File: src/rtl/hash_pkg.sv
// Shared digest types, constants and helpers for the weights digest path.
package hash_pkg;

  localparam int unsigned DIGEST_BITS   = 32;
  localparam int unsigned ROT           = 5;
  localparam int unsigned MAX_AXI_WIDTH = 1024;

  typedef logic [DIGEST_BITS-1:0] digest_t;

  localparam digest_t DIGEST_SEED = 32'h811C9DC5;

  typedef enum logic {IDLE, RUN} wda_state_e;

  // XOR of all 32-bit lanes; callers zero-extend narrower buses, which leaves the result unchanged.
  function automatic digest_t fold32(input logic [MAX_AXI_WIDTH-1:0] data);
    digest_t acc;
    acc = '0;
    for (int unsigned i = 0; i < MAX_AXI_WIDTH / 32; i++) begin
      acc = acc ^ data[i*32 +: 32];
    end
    return acc;
  endfunction

  function automatic digest_t rotl(input digest_t h);
    return {h[DIGEST_BITS-1-ROT:0], h[DIGEST_BITS-1:DIGEST_BITS-ROT]};
  endfunction

endpackage

File: src/rtl/digest_fifo.sv
// Synchronous FIFO for finished digests; a push into a full queue succeeds only alongside a pop.
module digest_fifo #(
  parameter int unsigned WIDTH = 56,
  parameter int unsigned DEPTH = 4
) (
  input  logic             clk,
  input  logic             rst,
  input  logic             push,
  input  logic             pop,
  input  logic [WIDTH-1:0] wr_data,
  output logic [WIDTH-1:0] rd_data,
  output logic             full,
  output logic             empty
);

  localparam int unsigned AW = $clog2(DEPTH);

  logic [WIDTH-1:0] mem [DEPTH];
  logic [AW-1:0]    wr_ptr;
  logic [AW-1:0]    rd_ptr;
  logic [AW:0]      count;
  logic             do_push;
  logic             do_pop;

  assign full    = (count == (AW+1)'(DEPTH));
  assign empty   = (count == '0);
  assign do_pop  = pop & ~empty;
  assign do_push = push & (~full | do_pop);
  assign rd_data = mem[rd_ptr];

  always_ff @(posedge clk or posedge rst) begin
    if (rst) begin
      wr_ptr <= '0;
      rd_ptr <= '0;
      count  <= '0;
    end else begin
      if (do_push) wr_ptr <= wr_ptr + AW'(1);
      if (do_pop)  rd_ptr <= rd_ptr + AW'(1);
      count <= count + (AW+1)'(do_push) - (AW+1)'(do_pop);
    end
  end

  // Storage needs no reset: the pointers alone define what is valid.
  always_ff @(posedge clk) begin
    if (do_push) mem[wr_ptr] <= wr_data;
  end

endmodule

File: src/rtl/weights_digest_accum.sv
// Passive R-channel snooper folding accepted beats into per-segment digests.
// Optional WDA_ID_FILTER_EN: only beats whose s_rid matches cfg_id are counted.
module weights_digest_accum
  import hash_pkg::*;
#(
  parameter int unsigned AXI_WIDTH    = 128,
  parameter int unsigned AXI_ID_WIDTH = 6,
  parameter int unsigned DIGEST_BITS  = hash_pkg::DIGEST_BITS,
  parameter int unsigned CNT_BITS     = 24,
  parameter int unsigned FIFO_DEPTH   = 4
) (
  input  logic                    clk,
  input  logic                    rst,
  input  logic                    s_rvalid,
  input  logic                    s_rready,
  input  logic [AXI_WIDTH-1:0]    s_rdata,
  input  logic [AXI_ID_WIDTH-1:0] s_rid,
  input  logic                    cfg_start,
  input  logic [CNT_BITS-1:0]     cfg_beats,
  input  logic [CNT_BITS-1:0]     cfg_segs,
  input  logic [AXI_ID_WIDTH-1:0] cfg_id,
  output logic                    m_digest_valid,
  input  logic                    m_digest_ready,
  output logic [DIGEST_BITS-1:0]  m_digest_data,
  output logic [CNT_BITS-1:0]     m_digest_idx,
  output logic                    busy,
  output logic                    run_done,
  output logic                    overflow
);

  localparam int unsigned ENTRY_W = DIGEST_BITS + CNT_BITS;

  wda_state_e          state, state_n;
  digest_t             h, h_n, h_next_c;
  logic [CNT_BITS-1:0] beat_cnt, beat_cnt_n;
  logic [CNT_BITS-1:0] seg_cnt, seg_cnt_n;
  logic [CNT_BITS-1:0] beats_q, beats_n;
  logic [CNT_BITS-1:0] segs_q, segs_n;
  logic                run_done_n, overflow_n;
  logic                id_ok_c, beat_c, push_c, pop_c;
  logic                fifo_full, fifo_empty;
  logic [ENTRY_W-1:0]  rd_entry;

`ifdef WDA_ID_FILTER_EN
  assign id_ok_c = (s_rid == cfg_id);
`else
  logic unused_id;
  assign unused_id = ^{s_rid, cfg_id};
  assign id_ok_c   = 1'b1;
`endif

  assign beat_c   = s_rvalid & s_rready & id_ok_c;
  assign pop_c    = m_digest_valid & m_digest_ready;
  assign h_next_c = rotl(h) ^ fold32(MAX_AXI_WIDTH'(s_rdata));

  always_ff @(posedge clk or posedge rst) begin
    if (rst) begin
      state    <= IDLE;
      h        <= DIGEST_SEED;
      beat_cnt <= '0;
      seg_cnt  <= '0;
      beats_q  <= '0;
      segs_q   <= '0;
      run_done <= 1'b0;
      overflow <= 1'b0;
    end else begin
      state    <= state_n;
      h        <= h_n;
      beat_cnt <= beat_cnt_n;
      seg_cnt  <= seg_cnt_n;
      beats_q  <= beats_n;
      segs_q   <= segs_n;
      run_done <= run_done_n;
      overflow <= overflow_n;
    end
  end

  // Next-state and per-beat accumulation; a dropped digest still advances the segment.
  always_comb begin
    state_n    = state;
    h_n        = h;
    beat_cnt_n = beat_cnt;
    seg_cnt_n  = seg_cnt;
    beats_n    = beats_q;
    segs_n     = segs_q;
    run_done_n = 1'b0;
    overflow_n = overflow;
    push_c     = 1'b0;
    case (state)
      IDLE: begin
        if (cfg_start) begin
          state_n    = RUN;
          beats_n    = (cfg_beats == '0) ? CNT_BITS'(1) : cfg_beats;
          segs_n     = (cfg_segs == '0) ? CNT_BITS'(1) : cfg_segs;
          h_n        = DIGEST_SEED;
          beat_cnt_n = '0;
          seg_cnt_n  = '0;
          overflow_n = 1'b0;
        end
      end
      RUN: begin
        if (beat_c) begin
          h_n        = h_next_c;
          beat_cnt_n = beat_cnt + CNT_BITS'(1);
          if (beat_cnt == beats_q - CNT_BITS'(1)) begin
            push_c     = 1'b1;
            h_n        = DIGEST_SEED;
            beat_cnt_n = '0;
            seg_cnt_n  = seg_cnt + CNT_BITS'(1);
            if (fifo_full && !pop_c) overflow_n = 1'b1;
            if (seg_cnt == segs_q - CNT_BITS'(1)) begin
              state_n    = IDLE;
              run_done_n = 1'b1;
            end
          end
        end
      end
      default: state_n = IDLE;
    endcase
  end

  digest_fifo #(
    .WIDTH (ENTRY_W),
    .DEPTH (FIFO_DEPTH)
  ) u_fifo (
    .clk     (clk),
    .rst     (rst),
    .push    (push_c),
    .pop     (pop_c),
    .wr_data ({h_next_c, seg_cnt}),
    .rd_data (rd_entry),
    .full    (fifo_full),
    .empty   (fifo_empty)
  );

  assign m_digest_valid = ~fifo_empty;
  assign m_digest_data  = rd_entry[ENTRY_W-1 -: DIGEST_BITS];
  assign m_digest_idx   = rd_entry[CNT_BITS-1:0];
  assign busy           = (state == RUN);

endmodule

File: config.mk
export PLATFORM = sky130hd
export DESIGN_NAME = weights_digest_accum
export DESIGN_NICKNAME = d
export VERILOG_FILES = /design/src/rtl/hash_pkg.sv /design/src/rtl/digest_fifo.sv /design/src/rtl/weights_digest_accum.sv
export SDC_FILE = /design/constraint.sdc
export NUM_CORES = 1
export LEC_CHECK = 0
export CORE_MARGIN = 10
export CORE_UTILIZATION = 30
export CTS_BUF_LIST = sky130_fd_sc_hd__clkbuf_8
export DETAILED_ROUTE_END_ITERATION = 12
export SYNTH_ARGS = -nofsm -noshare
export SYNTH_HDL_FRONTEND = slang
export SYNTH_HIERARCHICAL = 1
export SYNTH_SLANG_ARGS = --single-unit
File: constraint.sdc
create_clock -name clk -period 6 [get_ports clk]
set_clock_uncertainty 0.2 [all_clocks]
set_input_delay 0.9 -clock clk [delete_from_list [all_inputs] [get_ports clk]]
set_output_delay 0.9 -clock clk [all_outputs]
set_load 0.01 [all_outputs]
==> flow_summary.toml, run 1 <==
[run_status]
status = "finished clean"

[run]
cap_violations = 0

[final_layout]
diodes = 0
nNetsFinal = 1809
fin_area_um2 = 21600
multi_input_area_um2 = 6570
area_growth_syn_to_layout_pct = 25.9
drive_above_1_share = 0.121
nFillCells = 5423
seq_area_um2 = 10200

[detailed_routing]
viasPerCell = 4.80
routedWlPerCell_um = 18.8
dr.first_iter.drc_count = 653
drt_wl_total_mm = 45.3
route.detailed.drc = 0
vias = 11584
ant_nets = 0
drt_first_pass_iters = 5

[synth]
syn_inst = 1354
ys_types = 73
async_reset_ff_frac = 0.381
yosys_most_used_dff = "edfxtp_1"
synth-edff-count = 224
synth-seq-cells = 362
avgSynthCellArea_um2 = 12.7
yosysSeqAreaShare = 0.594
synth.cell_area_um2 = 17200
synth_nets = 1558
yosysWarnings = 6

[cts]
clk_latency_ns = 0.67
htreeDepth = 2
postCtsSetupRepairBufs = 0
cts_root_buf = "clkbuf_8"
clk_path_buf_depth = 3
cts_tree = "built"
cts_buffers = 61
clkSinkCount = 362
ctsHoldBuffers = 0
cts_resized = 0
clk_pin_slew_ns = 0.06

[critical_path]
rr_startpoint = "beats_q[0]"
reg2regPathDepth = 14
cp.arrival_ns = 4.89
cp-end-kind = "register"
crit_type = "reg -> reg"
required_ns = 6.36
path_max_fanout = 10
rrSetupSlack_ns = 1.47
critPathLaunch = "beats_q[0]"
r2r-end = "u_fifo/count[2]"
startpoint_type = "register"
crit_end = "u_fifo/count[2]"

[grt]
antenna_found_initial = 1
grt_first_pass_wirelength_mm = 70.4
grt_overflow_total = 0
first_global_vias = 12042
grt_use_total = 0.133
grt_max_degree = 102

[timing]
fmax_mhz = 221
setup_viol = 0
maxSlewViolCount = 0
rsz0062_at_grt = "false"
finalHoldViolCount = 0
finalSetupTns_ns = 0
timing.final.crit_share = 0.755
min_period_ns = 4.53
relSlewSlack = 0.357
worst-slew-pin-transition_ns = 0.965

[hold_path]
hold_path_class = "reg -> reg"

[die]
start_util = 0.304
row_count = 87
die-area_um2 = 67200
die_y_um = 259
pin_count = 254
die_w_um = 259
placeableCoreArea_um2 = 56500

[place]
globalplace.congestion = 0.825
place_area_um2 = 20400
port_buffers = 241
dp.final_hpwl_mm = 30.9

[power]
pwr_density_cell_nw_per_um2 = 367
p_leak_nw = 7.86
ir_worst_vdd_mv = 0.159
==> per-layer routing <==
layer / vias up / track usage / part of all wire / wire, um
met4: 0 / 0.0370 / 0.017 / 763
met3: 52 / 0.0310 / 0.062 / 2790
met1: 5781 / 0.173 / 0.45 / 20500
li1: 5420 / - / - / -
met5: - / 0 / 0 / 0
met2: 331 / 0.217 / 0.47 / 21300
==> logic make-up after synthesis <==
logic type / Yosys count / synth area share
xor+xnor: 208 / 0.106
flops: 362 / 0.594
buf+inv: 85 / 0.0245
compound gates: 135 / 0.0505
simple gates: 484 / 0.135
mux: 70 / 0.0819
fa+ha+maj: 10 / 0.00773
==> flip-flops by register name, summed over array words and instances (netlist names) <==
name / cells
beats_q: 24
run_done: 1
beat_cnt: 24
segs_q: 24
u_fifo/mem: 224
u_fifo/count: 3
overflow: 1
seg_cnt: 24
u_fifo/wr_ptr: 2
busy: 1
h: 32
u_fifo/rd_ptr: 2
==> final cells by class <==
cell class,instances,share of cell area
tap,756,0.0438
clock buffer,72,0.0459
multi-input combinational,907,0.304
inverter,18,0.00336
clock inverter,42,0.0119
timing repair buffer,255,0.119
sequential,362,0.472
==> stage by stage <==
step,total power [W],setup WS (ns),hold WS [ns],utilization,std cells
after floorplan,0.00473,1.43,0.265,-,1354
after global placement,0.00580,1.61,0.285,0.360,2298
after detailed placement,0.00585,1.55,0.291,0.360,2298
after CTS,0.00807,1.48,0.306,0.383,2412
after global routing,0.00837,1.02,0.324,0.383,2412
final,0.00792,1.47,0.306,0.383,2412
==> worst max-delay path: stages, from the launching register on <==
cell and delay, ns:
dfrtp_1 0.42, inv_1 0.10, ha_1 0.37, nor3b_1 0.38
nand4_1 0.35, nor3_1 0.33, a211o_1 0.17, a31oi_1 0.18
nor4_1 0.62, or2_2 0.25, a21bo_2 0.22, ha_1 0.19
fa_1 0.38, xnor2_1 0.18, xnor2_1 0.13
==> power breakdown <==
group / leakage (nW) / total (W) / switching (W) / internal, W
Sequential: 3.77 / 0.00334 / 0.000331 / 0.00301
Clock: 0.745 / 0.00219 / 0.00101 / 0.00118
Combinational: 3.35 / 0.00239 / 0.00108 / 0.00131
==> worst min-delay path by stage <==
stage | startpoint | endpoint | cells after the start
finish | beats_q[23] | beats_q[23] | 2
global route | beats_q[23] | beats_q[23] | 2
CTS | h[22] | h[22] | 2
detailed placement | h[23] | h[23] | 2
global placement | h[29] | h[29] | 2
floorplan | beats_q[23] | beats_q[23] | 2
==> cells in the final DEF (no fill, tap or decap), types with 3 or more instances in the layout <==
master / n
and2_1: 7
or4_1: 15
o311ai_0: 3
a31oi_1: 6
or3_1: 11
xnor2_1: 172
o31ai_1: 7
a21o_1: 3
o21ai_0: 45
and4_1: 9
dfstp_2: 14
nor4_1: 25
ha_1: 9
mux2_2: 4
nand2_1: 215
a311oi_1: 3
nor2_1: 85
xor2_1: 36
nand2b_1: 6
clkinv_2: 7
a21oi_1: 34
nand3_1: 22
dfrtp_1: 122
nor3b_1: 7
nand4_1: 22
mux4_2: 56
mux2i_1: 10
buf_4: 10
and2_2: 5
nor3_1: 25
edfxtp_1: 224
clkbuf_8: 72
a211oi_1: 3
and3_1: 10
o211ai_1: 5
clkdlybuf4s50_1: 241
buf_12: 4
inv_1: 45
==> cells in the mapped netlist, drive strengths merged, types with 9 or more instances <==
cell	instances	area (um2)
nor4	26	178
edfxtp	224	6730
nand2	216	811
nor3	25	125
ha	9	113
o21ai	45	225
mux2i	10	100
or3	11	68.8
xnor2	172	1510
and3	10	62.6
o31ai	9	77.6
and4	9	78.8
nand3	23	120
xor2	36	315
and2	13	81.3
clkbuf	37	139
nand4	22	138
or4	16	124
buf	30	214
inv	18	67.6
mux4	56	1260
nor2	85	319
a21oi	34	170
dfrtp	124	3100
dfstp	14	368
Note: power is estimated with default switching activity, not from simulation.
==> inputs of run 2 (changes only) <==
==> constraint.sdc (replaced) <==
create_clock -name clk -period 4.7 [get_ports clk]
set_clock_uncertainty 0.2 [all_clocks]
set_input_delay 0.705 -clock clk [delete_from_list [all_inputs] [get_ports clk]]
set_output_delay 0.705 -clock clk [all_outputs]
set_load 0.01 [all_outputs]
==> flow_summary.toml, run 2 (synthesis gave the netlist of run 1 again) <==
[timing]
rsz0062_at_grt = "false"
min_period_ns = 4.23
finalSetupTns_ns = 0
maxSlewViolCount = 0
fmax_mhz = 237
relSlewSlack = 0.395
setup_viol = 0
finalHoldViolCount = 0
timing.final.crit_share = 0.899
fin_ws_ns = 0.474
worst-slew-pin-transition_ns = 0.907

[place]
post-place-ws_ns = 0.380
port_buffers = 241
globalplace.congestion = 0.839
dp.final_hpwl_mm = 30.8

[final_layout]
top_regs = "u_fifo/mem x224, h x32"
top_register = "u_fifo/mem"
final_common_cell = "clkdlybuf4s50_1"
nNetsFinal = 1815
mostFrequentLayoutCells = "241 x clkdlybuf4s50_1, 224 x edfxtp_1, 215 x nand2_1"
nFillCells = 5373
largest_register_ffs = 224
drive_above_1_share = 0.129
area_growth_syn_to_layout_pct = 26.6
diodes = 0

[detailed_routing]
route.detailed.drc = 0
ant_nets = 0
drt_wl_total_mm = 45.1
vias = 11535
dr.first_iter.drc_count = 655
viasPerCell = 4.77
routedWlPerCell_um = 18.6
drt_first_pass_iters = 4

[grt]
grt_first_pass_wirelength_mm = 69.8
antenna_found_initial = 1
grt_use_total = 0.132
first_global_vias = 11901
grt_max_degree = 92
grt_overflow_total = 0

[cts]
htreeDepth = 2
clk_latency_ns = 0.66
clk_path_buf_depth = 3
clkSinkCount = 362
cts_root_buf = "clkbuf_8"
cts_tree = "built"
clk_pin_slew_ns = 0.06
postCtsSetupRepairBufs = 0
cts_buffers = 61
ctsHoldBuffers = 0

[critical_path]
critPathBufInv = 2
cp.arrival_ns = 4.59
path_cells = "inv_1, ha_1, nor3b_2, nand3_1, or3_1, a22oi_1, nand4_1, nor4_1, buf_4, or2_2, a21bo_2, ha_1, fa_1, xnor2_1, xnor2_1"
cpLargestDelayFamily = "simple AND/OR/NAND/NOR gates"
required_ns = 5.07
path_max_fanout = 10
crit_type = "reg -> reg"
startpoint_type = "register"
max_stage_delay_ns = 0.44
cp-end-kind = "register"
crit_slowest_cell = "nor4_1"

[die]
start_util = 0.304
pin_count = 254
die_w_um = 259
die_y_um = 259
die-area_um2 = 67200
placeableCoreArea_um2 = 56500
row_count = 87

[power]
p_leak_nw = 7.92
pwr_density_cell_nw_per_um2 = 470
p_int_w = 0.00712
power_frac_comb = 0.311
net-switching-power_w = 0.00309
swShare = 0.303
power_frac_clock = 0.283
ir_worst_vdd_mv = 0.217
pwr-share-seq = 0.406

[run]
cap_violations = 0

[hold_path]
hold_path_class = "in -> async"

[run_status]
status = "finished clean"
run 2: changes by cell type in the layout (fill, tap and decap cells not counted), sizes merged:
cell,before,now
clkinvlp,1,0
buf,14,20
clkbuf,72,77
inv,48,44
clkinv,9,11
run 2: repair_timing:
action | CTS | global route
resized for setup | 0 | 2
setup endpoints to repair | 0 | 1
hold endpoints to repair | 0 | 0
run 2: worst paths after layout:
kind,start,endpoint,slack (ns),depth (start not counted)
max,beats_q[0],u_fifo/count[2],0.47,15
min,rst,u_fifo/wr_ptr[0],0.24,2
max reg2reg,beats_q[0],u_fifo/count[2],0.47,15
min reg2reg,h[26],h[26],0.30,2
max in group asynchronous,rst,run_done,2.90,3
min in group clk,h[26],h[26],0.30,2
run 2: final cells by class:
type,count,area (um2),share of cell area
Clock buffer,77,1060,0.0488
Clock inverter,39,233,0.0107
Inverter,18,72.6,0.00334
Multi-Input combinational cell,907,6590,0.303
Sequential cell,362,10200,0.470
Tap cell,756,946,0.0435
Timing Repair Buffer,261,2630,0.121
run 2: power by group through the flow:
stage | combinational [W] | clock [W] | sequential (W)
2_1_floorplan | 0.00199 | 0 | 0.00404
3_3_place_gp | 0.00321 | 0 | 0.00421
3_5_place_dp | 0.00326 | 0 | 0.00422
4_1_cts | 0.00327 | 0.00299 | 0.00416
5_1_grt | 0.00347 | 0.00312 | 0.00420
6_report | 0.00318 | 0.00289 | 0.00415
run 2: layer usage:
layer  global-route usage  vias up  part of all wire
li1                     -     5449                 -
met1                0.174     5703              0.45
met2                0.215      328              0.47
met3               0.0294       55             0.061
met4               0.0364        0             0.018
met5                    0        -                 0
run 2: per-stage QoR:
step | hold WS (ns) | std cells | total power [W] | instance area, um2 | utilization
2_1_floorplan | 0.265 | 1354 | 0.00604 | 17200 | -
3_3_place_gp | 0.284 | 2304 | 0.00743 | 20400 | 0.361
3_5_place_dp | 0.291 | 2304 | 0.00748 | 20400 | 0.361
4_1_cts | 0.195 | 2420 | 0.0104 | 21700 | 0.384
5_1_grt | 0.234 | 2420 | 0.0108 | 21700 | 0.385
6_report | 0.238 | 2420 | 0.0102 | 21700 | 0.385
==> inputs of run 3 (changes only) <==
--- a/config.mk
+++ b/config.mk
@@ -5,6 +5,7 @@
 export SDC_FILE = /design/constraint.sdc
 export NUM_CORES = 1
 export LEC_CHECK = 0
+export ABC_AREA = 0
 export CORE_MARGIN = 10
 export CORE_UTILIZATION = 30
 export CTS_BUF_LIST = sky130_fd_sc_hd__clkbuf_8
==> results of run 3 <==
Final layout, timing and power as in run 2 (identical DEF).
